===== config.mk =====
export PLATFORM = sky130hd
export DESIGN_NAME = adsr_envelope_gen
export DESIGN_NICKNAME = d
export VERILOG_FILES = /design/src/rtl/adsr_envelope_gen_pkg.sv /design/src/rtl/adsr_envelope_gen_sat_step.sv /design/src/rtl/adsr_envelope_gen.sv
export SDC_FILE = /design/constraint.sdc
export NUM_CORES = 1
export LEC_CHECK = 0
export CORE_UTILIZATION = 40
export DETAILED_ROUTE_END_ITERATION = 6
export HOLD_SLACK_MARGIN = 0.05
export SYNTH_ARGS = -nofsm -noshare
export SYNTH_HDL_FRONTEND = slang
export SYNTH_HIERARCHICAL = 1
export SYNTH_SLANG_ARGS = --single-unit

===== constraint.sdc =====
create_clock -name mclk -period 12.6 [get_ports mclk]
set_input_delay 1.26 -clock mclk [delete_from_list [all_inputs] [get_ports mclk]]
set_output_delay 1.26 -clock mclk [all_outputs]
set_load 0.02 [all_outputs]

===== src/rtl/adsr_envelope_gen_pkg.sv =====
// env_pkg: shared types and sizing helpers for the ADSR envelope generator.
//   state_t  : envelope stage encoding, also exported on the stage port
//   STAGE_W  : width of the stage port
//   acc_bits : accumulator width derived from volume and fraction widths
package env_pkg;

  typedef enum logic [2:0] {
    IDLE    = 3'd0,
    ATTACK  = 3'd1,
    DECAY   = 3'd2,
    SUSTAIN = 3'd3,
    RELEASE = 3'd4
  } state_t;

  localparam int STAGE_W = 3;

  function automatic int acc_bits(input int vol_bits, input int frac_bits);
    return vol_bits + frac_bits;
  endfunction

endpackage


===== src/rtl/adsr_envelope_gen_sat_step.sv =====
// env_sat_step: combinational saturating step of the level accumulator.
//   acc_i       : current level
//   inc_i       : step size (zero means jump straight to the bound)
//   bound_i     : ceiling when stepping up, floor when stepping down
//   dir_i       : 1 = add toward ceiling, 0 = subtract toward floor
//   next_acc_o  : stepped level, clamped to bound_i
//   hit_bound_o : the step reached (or would cross) the bound
module env_sat_step #(
  parameter int ACC_BITS = 24
) (
  input  logic [ACC_BITS-1:0] acc_i,
  input  logic [ACC_BITS-1:0] inc_i,
  input  logic [ACC_BITS-1:0] bound_i,
  input  logic                dir_i,
  output logic [ACC_BITS-1:0] next_acc_o,
  output logic                hit_bound_o
);

  // One extra bit on both sums so neither the add nor the floor+inc compare wraps.
  logic [ACC_BITS:0] sum_w;
  logic [ACC_BITS:0] floor_w;

  assign sum_w   = {1'b0, acc_i} + {1'b0, inc_i};
  assign floor_w = {1'b0, bound_i} + {1'b0, inc_i};

  always_comb begin
    if (dir_i) begin
      hit_bound_o = (inc_i == '0) || (sum_w >= {1'b0, bound_i});
    end else begin
      // Floor reached if one more step would land on/under it, or if the
      // floor has moved above the level (live sustain raised mid-decay).
      hit_bound_o = (inc_i == '0) || ({1'b0, acc_i} <= floor_w) || (bound_i > acc_i);
    end
    if (hit_bound_o)  next_acc_o = bound_i;
    else if (dir_i)   next_acc_o = sum_w[ACC_BITS-1:0];
    else              next_acc_o = acc_i - inc_i;
  end

endmodule


===== src/rtl/adsr_envelope_gen.sv =====
// adsr_envelope_gen: ADSR volume envelope, level stepped on the sample tick.
//   mclk, rst_n      : master clock, async active-low reset
//   tick             : one-mclk sample-rate strobe; level steps only here
//   gate             : rising edge starts ATTACK, low requests RELEASE
//   attack_inc/decay_inc/release_inc : per-tick level step per stage
//   sustain_level    : sustain target, sampled live
//   oneshot          : (only with ADSR_ONESHOT_EN) ignore gate-low, DECAY
//                      exits straight into RELEASE
//   env_out          : registered top VOLUME_BITS of the accumulator
//   stage            : current state_t
//   busy             : registered, stage != IDLE
// Optional feature macro: ADSR_ONESHOT_EN.
module adsr_envelope_gen
  import env_pkg::*;
#(
  parameter int VOLUME_BITS = 8,
  parameter int FRAC_BITS   = 16,
  parameter int RATE_BITS   = 16
) (
  input  logic                   mclk,
  input  logic                   rst_n,
  input  logic                   tick,
  input  logic                   gate,
  input  logic [RATE_BITS-1:0]   attack_inc,
  input  logic [RATE_BITS-1:0]   decay_inc,
  input  logic [VOLUME_BITS-1:0] sustain_level,
  input  logic [RATE_BITS-1:0]   release_inc,
`ifdef ADSR_ONESHOT_EN
  input  logic                   oneshot,
`endif
  output logic [VOLUME_BITS-1:0] env_out,
  output logic [STAGE_W-1:0]     stage,
  output logic                   busy
);

  localparam int ACC_BITS = acc_bits(VOLUME_BITS, FRAC_BITS);
  localparam logic [ACC_BITS-1:0] MAX = '1;

  generate
    if (RATE_BITS > ACC_BITS) begin : g_bad_rate
      $error("adsr_envelope_gen: RATE_BITS must not exceed VOLUME_BITS+FRAC_BITS");
    end
  endgenerate

  state_t                 state_q;
  logic [ACC_BITS-1:0]    acc_q;
  logic                   gate_q;
  logic [VOLUME_BITS-1:0] env_q;
  logic                   busy_q;

  logic                   os_en;
  logic                   rise;
  logic [ACC_BITS-1:0]    sus_acc;
  logic [ACC_BITS-1:0]    step_inc;
  logic [ACC_BITS-1:0]    step_bound;
  logic                   step_up;
  logic [ACC_BITS-1:0]    step_acc_d;
  logic                   step_hit;

`ifdef ADSR_ONESHOT_EN
  assign os_en = oneshot;
`else
  assign os_en = 1'b0;
`endif

  assign rise    = gate & ~gate_q;
  assign sus_acc = ACC_BITS'(sustain_level) << FRAC_BITS;

  // Only one stage steps per tick, so a single stepper is shared; the
  // increment is picked from the port of the stage that uses it.
  always_comb begin
    step_inc   = ACC_BITS'(release_inc);
    step_bound = '0;
    step_up    = 1'b0;
    case (state_q)
      ATTACK: begin
        step_inc   = ACC_BITS'(attack_inc);
        step_bound = MAX;
        step_up    = 1'b1;
      end
      DECAY: begin
        step_inc   = ACC_BITS'(decay_inc);
        step_bound = sus_acc;
      end
      default: ;
    endcase
  end

  env_sat_step #(.ACC_BITS(ACC_BITS)) u_step (
    .acc_i       (acc_q),
    .inc_i       (step_inc),
    .bound_i     (step_bound),
    .dir_i       (step_up),
    .next_acc_o  (step_acc_d),
    .hit_bound_o (step_hit)
  );

  always_ff @(posedge mclk or negedge rst_n) begin
    if (!rst_n) begin
      state_q <= IDLE;
      acc_q   <= '0;
      gate_q  <= 1'b0;
      env_q   <= '0;
      busy_q  <= 1'b0;
    end else begin
      gate_q <= gate;
      env_q  <= acc_q[ACC_BITS-1 -: VOLUME_BITS];
      busy_q <= (state_q != IDLE);
      // Stage changes from gate events leave the level untouched (click-free
      // retrigger/release) and suppress that cycle's tick step.
      if (rise) begin
        state_q <= ATTACK;
      end else if (!gate && !os_en &&
                   (state_q == ATTACK || state_q == DECAY || state_q == SUSTAIN)) begin
        state_q <= RELEASE;
      end else if (tick) begin
        case (state_q)
          ATTACK: begin
            acc_q <= step_acc_d;
            if (step_hit) state_q <= DECAY;
          end
          DECAY: begin
            acc_q <= step_acc_d;
            if (step_hit) state_q <= os_en ? RELEASE : SUSTAIN;
          end
          SUSTAIN: acc_q <= sus_acc;
          RELEASE: begin
            acc_q <= step_acc_d;
            if (step_hit) state_q <= IDLE;
          end
          default: begin
            acc_q   <= '0;
            state_q <= IDLE;
          end
        endcase
      end
    end
  end

  assign env_out = env_q;
  assign stage   = state_q;
  assign busy    = busy_q;

endmodule


==> impl_results.md, run 1 <==
- Input/output buffers: 71
- Fin. Hold Viols: 0
- Top cells by area, synth: ha_1, dfrtp_1, xnor2_1, a21oi_1, inv_1
- GRT overflow: 0
- Overall routing resource usage: 0.233
- Vias in the first global route: 6926
- Met1 Use GR: 0.312
- Endpoints failing setup: 0
- Vias: 7134
- First-pass GRT wire length: 36100 microns
- Critical Path AT: 8.10 ns
- Failing checks: design-rule violations
- Dpl cells: 1253
- Yosys top cell area share: 0.239
- Setup CP Type: flip-flop to flip-flop
- Layout cells sized above 1: 0.0446
- Hold bufs inserted after CTS: 0
- DR WL/cell: 17.7 microns
- Total wire length: 22300 microns
- CTS Buffer Depth: 2
- Clock skew: 0.00505 ns
- Initial core utilization: 0.413
- Met2 capacity usage during global routing: 0.395
- Slew margin rel.: 0.345
- VDD IR max: 76.4 uV
- Crit-path max FO: 24
- Ports: 72
- Post-Syn Area: 7500 sq um
- Pin count of the biggest net entering global routing: 61
- DRC viols: 5
- Die area: 19300 sq um
- CTS H-Tree Depth: 2
- Peak Freq: 0.126 GHz
- Synth top cells by count: ha_1, inv_1, a21oi_1, nand2_1, nor2_1
- GRT met3 Usage: 0.0349
- Post-CTS setup repair buffer count: 0
- Post-Layout Cell Count: 1261
- Synth unique cells: 78
- Cell Pwr Density: 195 nW/um^2
- Layout Nets: 1237
- Status: complete, but fails checks
- Vias per Instance: 5.66
- Slew Limit Fails: 0
- Final ANT Viol Nets: 0
- Sequential cell area fraction in the yosys report: 0.123
- Avg Synthesized Cell Area: 7.90 sq um
- Starting DRT DRC Count: 419
- Post-synth EDFFs: 0
- Synth Register Bits: 37
- Critical Path RT: 12.77 ns
- Setup tns final: 0 ns
- CTS Buf Count: 5
- Resized Gates After CTS: 0
- Clock latency on the worst-skew pair: 0.29 ns
- Most common cell in the netlist: ha_1
- Worst-path clk slew: 0.06 ns
- CP Launch Type: flip-flop
- Synth area leader: ha_1
- Fin crit share: 0.629
- Layout area overhead: 14.9%
- Chip width: 139 microns
- Max_cap viols: 0
- GPL Wtd Cong: 0.882
- Root buffer cell: clkbuf_16
- Clock Sinks: 37
- Lkg Pwr: 4.09 nW
- Core Region: 18100 sq um
- Gr busiest metal: met2
- CP endpoint kind: flip-flop
- Rows: 49
- YS warnings: 6
- HPWL after detailed placement: 17900 microns
- Min-delay worst type: flip-flop to flip-flop
- Tmin final: 7.93 ns
- Primary FF master, synth: dfrtp_1
- N_diodes: 0
- Slew @ Worst Pin: 0.983 ns
- CTS tree: yes
- Post-Synthesis Cells: 950
- Share of synthesized flip-flops with an asynchronous set or reset: 1.00
- Initial antenna violation count: 1
- RSZ-0062 raised after global routing: no
- First drt pass iteration count: 7
- Die height: 139 microns
layout make-up:
| cell class | instances | area, sq um |
|---|---|---|
| Clock buffer | 6 | 139 |
| Clock inverter | 2 | 13.8 |
| Fill cell | 1836 | 9530 |
| Inverter | 100 | 375 |
| Multi-Input combinational cell | 812 | 6140 |
| Sequential cell | 37 | 926 |
| Tap cell | 229 | 287 |
| Timing Repair Buffer | 75 | 736 |
layout by cell type (no fill, tap or decap), types with 17 or more instances in the layout:
cell type	instances
nor2_1	53
xnor2_1	46
a22oi_1	17
nor2b_1	18
ha_1	143
a21o_1	35
nand2_1	71
o21ai_0	33
a21oi_1	72
clkdlybuf4s50_1	70
dfrtp_1	37
inv_1	96
mux2i_1	28
a22o_1	24
nor3_1	19
conb_1	31
nand3_1	17
worst max-delay path, stage by stage (launching register included):
cell and delay [ns]:
dfrtp_1 0.63, nor3b_4 0.86, nor2_2 0.33, nand2_1 0.15, nand2_1 0.14, ha_1 0.26, inv_1 0.07, fa_1 0.20
nor2b_1 0.07, o31a_1 0.27, o32a_1 0.40, a41o_1 0.31, o211ai_2 0.25, a21oi_2 0.13, a211oi_2 0.26, o21bai_1 0.11
a21oi_1 0.19, xor2_1 0.17, ha_1 0.27, a2111oi_0 0.47, nand2_1 0.16, a2111oi_0 0.56, a221oi_1 0.21, o41ai_2 0.13
nand2_2 0.62, inv_2 0.19, nor3_1 0.08, o31a_1 0.29
through the flow:
step            util  hold WS [ns]  total power, W  setup slack, ns  area (sq um)
2_1_floorplan      -         0.424         0.00120             4.18          7610
3_3_place_gp   0.467         0.537         0.00152             4.77          8470
3_5_place_dp   0.467         0.534         0.00152             4.79          8470
4_1_cts        0.475         0.547         0.00167             4.75          8620
5_1_grt        0.475         0.564         0.00185             4.16          8620
6_report       0.475         0.551         0.00168             4.67          8620
power by group:
part / total [W] / switching (W) / internal (W)
clock network: 0.000134 / 0.0000554 / 0.0000789
logic: 0.00133 / 0.000760 / 0.000571
registers: 0.000211 / 0.0000619 / 0.000149
total: 0.00168 / 0.000878 / 0.000799
kinds of logic (layout without fill, tap and decap cells):
logic type	Yosys count	in the layout	synth area share
AOI/OAI and AO/OA	292	292	0.273
other	1	31	0.000500
muxes	29	29	0.0389
xor gates and xnor gates	61	61	0.0712
DFF	37	37	0.123
buffers and inverters	131	183	0.0732
adders and majority gates	146	146	0.247
and+or+nand+nor	253	253	0.173
routing by layer:
layer  up-vias  routed length (microns)
li1       3592                        -
met1      3300                    10300
met2       206                    10400
met3        34                     1210
met4         2                      357
met5         -                       14
sequential cells by signal, summed over array words and instances (netlist names):
name / flops
env_out: 8
stage: 3
gate_q: 1
busy: 1
acc_q: 24
path summary, 6_finish.rpt:
path | startpoint | end | slack (ns) | cells past startpoint
setup / recovery | stage[2] | stage[2] | 4.67 | 27
min in group asynchronous | rst_n | env_out[1] | 1.13 | 1
hold / removal | acc_q[23] | env_out[7] | 0.55 | 0
setup reg to reg | stage[2] | stage[2] | 4.67 | 27
hold reg to reg | acc_q[23] | env_out[7] | 0.55 | 0
max in group asynchronous | rst_n | acc_q[0] | 10.86 | 1
(Power assumes the default switching activity.)
==> run 2, diff against run 1 <==
- clock period: 12.6 -> 6.9 ns (I/O delays scaled with it)
==> impl_results.md, run 2 (synthesized netlist as in run 1, its figures left out) <==
- Slew Limit Fails: 0 (unchanged)
- Critical Path RT: 7.08 ns (-5.69 ns)
- Max_cap viols: 0 (unchanged)
- Max FFs per register: 24 (unchanged)
- CP endpoint kind: flip-flop
- Critical Path Slowest Stage Cell: dfrtp_1
- CP Launch Type: flip-flop
- Initial antenna violation count: 0 (-1)
- GRT overflow: 0 (unchanged)
- Pin count of the biggest net entering global routing: 38 (-38%)
- Failing checks: design-rule violations
- Setup tns final: 0 ns (unchanged)
- Layout cells sized above 1: 0.0645 (+0.0199)
- Switching Fraction: 0.509 (-0.0144)
- Slew margin rel.: 0.236 (-0.109)
- Setup CP Type: flip-flop to flip-flop
- Post-Layout Cell Count: 1284 (+1.8%)
- R2R Setup Slk: 0.55 ns (-4.12 ns)
- Slew @ Worst Pin: 1.15 ns (+0.163 ns)
- Clock latency on the worst-skew pair: 0.29 ns (about the same)
- Core Region: 18100 sq um (unchanged)
- Status: complete, but fails checks
- Resized Gates After CTS: 0 (unchanged)
- Die height: 139 microns (unchanged)
- Post-CTS setup repair buffer count: 0 (unchanged)
- Crit-path max FO: 17 (-29%)
- Crit Reg-Reg Startpoint: stage[1]
- Slowest stage delay, CP: 0.46 ns (-0.40 ns)
- GPL Wtd Cong: 0.958 (+8.6%)
- Starting DRT DRC Count: 385 (-8.1%)
- Initial core utilization: 0.413 (unchanged)
- Vias per Instance: 5.57 (-1.5%)
- P_int: 0.00154 W (+93%)
- Leading cell types in the layout, fill and taps excluded: ha_1, inv_1, a21oi_1, nand2_1, clkdlybuf4s50_1
- Vias: 7152 (+0.25%)
- First drt pass iteration count: 7 (unchanged)
- VDD IR max: 157 uV (+110%)
- Clock Sinks: 37 (unchanged)
- Worst setup path start: stage[1]
- Fin crit share: 0.920 (+0.290)
- Total Power: 0.00314 W (+87%)
- N_diodes: 0 (unchanged)
- Total wire length: 22300 microns (about the same)
- Input/output buffers: 71 (unchanged)
- Clock Power Share: 0.090 (+0.010)
- Die area: 19300 sq um (unchanged)
- Endpoints failing setup: 0 (unchanged)
- Rows: 49 (unchanged)
- FF-to-FF path depth: 28 (+3.7%)
- DRC viols: 4 (-1)
- Lkg Pwr: 4.21 nW (+3.1%)
- RSZ-0062 raised after global routing: no
- CTS H-Tree Depth: 2 (unchanged)
- Clock skew: 0.00885 ns (+0.00380 ns)
- Final ANT Viol Nets: 0 (unchanged)
- Comb power frac: 0.794 (about the same)
- Switch Pwr: 0.00160 W (+82%)
- Seq pwr share: 0.116 (-0.010)
- CTS tree: yes
- Fin. Hold Viols: 0 (unchanged)
- First-pass GRT wire length: 36200 microns (+0.38%)
- Cell Pwr Density: 356 nW/um^2 (+83%)
- Post-DP Area: 8650 sq um (+2.1%)
- Vias in the first global route: 6914 (-0.17%)
- Worst-path clk slew: 0.06 ns (about the same)
- HPWL after detailed placement: 18300 microns (+2.5%)
- DR WL/cell: 17.4 microns (-1.9%)
- Most common cell after layout, fill and taps aside: ha_1
- Overall routing resource usage: 0.235 (+0.00151)
- CTS Buf Count: 5 (unchanged)
- Layout area overhead: 17.6%
- Root buffer cell: clkbuf_16
- Min-delay worst type: flip-flop to flip-flop
- Dpl cells: 1276 (+1.8%)
- Hold bufs inserted after CTS: 0 (unchanged)
- CTS Buffer Depth: 2 (unchanged)
- Ports: 72 (unchanged)
- Tmin final: 6.35 ns (-1.58 ns)
- Worst r2r dst: acc_q[12]
- Layout Nets: 1260 (+1.9%)
- Chip width: 139 microns (unchanged)
- Critical path's most frequent cell: buf_4
- Worst setup endpoint: acc_q[12]
- Largest Register: acc_q
- Peak Freq: 0.158 GHz (+25%)
- Fin area: 8820 sq um (+2.3%)
- Critical Path AT: 6.53 ns (-1.57 ns)
-- run 2: cell types whose count changed in the layout (fill, tap and decap cells not counted), sizes merged --
cell,delta
buf,+23
clkinv,-2
bufinv,+1
clkbuf,+1
-- run 2: layout make-up --
class                   count  area (sq um)
fillers                  1825          9330
multi-input cells         812          6150
flip-flops and latches     37           926
repair buffers             98           908
inverters                 100           375
well taps                 229           287
clock buffers               7           143
clock inverters             1          30.0
-- run 2: critical path, delay by kind of cell, from the launching register on --
kind / cells / cell delay (ns)
flip-flops: 1 / 0.46
multiplexers: 1 / 0.15
buffers and inverters: 4 / 0.68
adder cells (fa/ha/maj): 3 / 0.67
XOR/XNOR: 1 / 0.18
AND/OR/NAND/NOR: 5 / 0.65
AO/OA/AOI/OAI: 14 / 3.46
-- run 2: power groups by stage --
stage               clock [W]  combinational [W]  sequential [W]
detailed placement          0            0.00245        0.000368
global route         0.000293            0.00279        0.000374
finish               0.000282            0.00249        0.000363
CTS                  0.000289            0.00247        0.000365
floorplan                   0            0.00183        0.000354
global placement            0            0.00245        0.000369
-- run 2: through the flow --
stage,hold WS [ns],utilization,setup slack [ns]
after global routing,0.550,0.486,0.0882
after global placement,0.524,0.476,0.527
after floorplan,0.394,-,0.457
after CTS,0.535,0.486,0.536
final,0.535,0.486,0.554
after detailed placement,0.509,0.476,0.394
-- run 2: worst min path at each step --
stage | startpoint | endpoint | slack, ns | depth (start not counted)
2_1_floorplan | rst_n | acc_q[0] | 0.39 | 0
3_3_place_gp | acc_q[23] | env_out[7] | 0.52 | 0
6_report | acc_q[23] | env_out[7] | 0.53 | 0
5_1_grt | acc_q[23] | env_out[7] | 0.55 | 0
4_1_cts | acc_q[23] | env_out[7] | 0.53 | 0
3_5_place_dp | acc_q[23] | env_out[7] | 0.51 | 0
-- run 2: metal layers --
layer / global-route usage / part of all wire / up-vias / routed length, microns
li1: - / - / 3642 / -
met1: 0.319 / 0.48 / 3333 / 10700
met2: 0.387 / 0.45 / 153 / 10100
met3: 0.0394 / 0.049 / 24 / 1090
met4: 0.0532 / 0.017 / 0 / 388
met5: 0 / 0 / - / 0
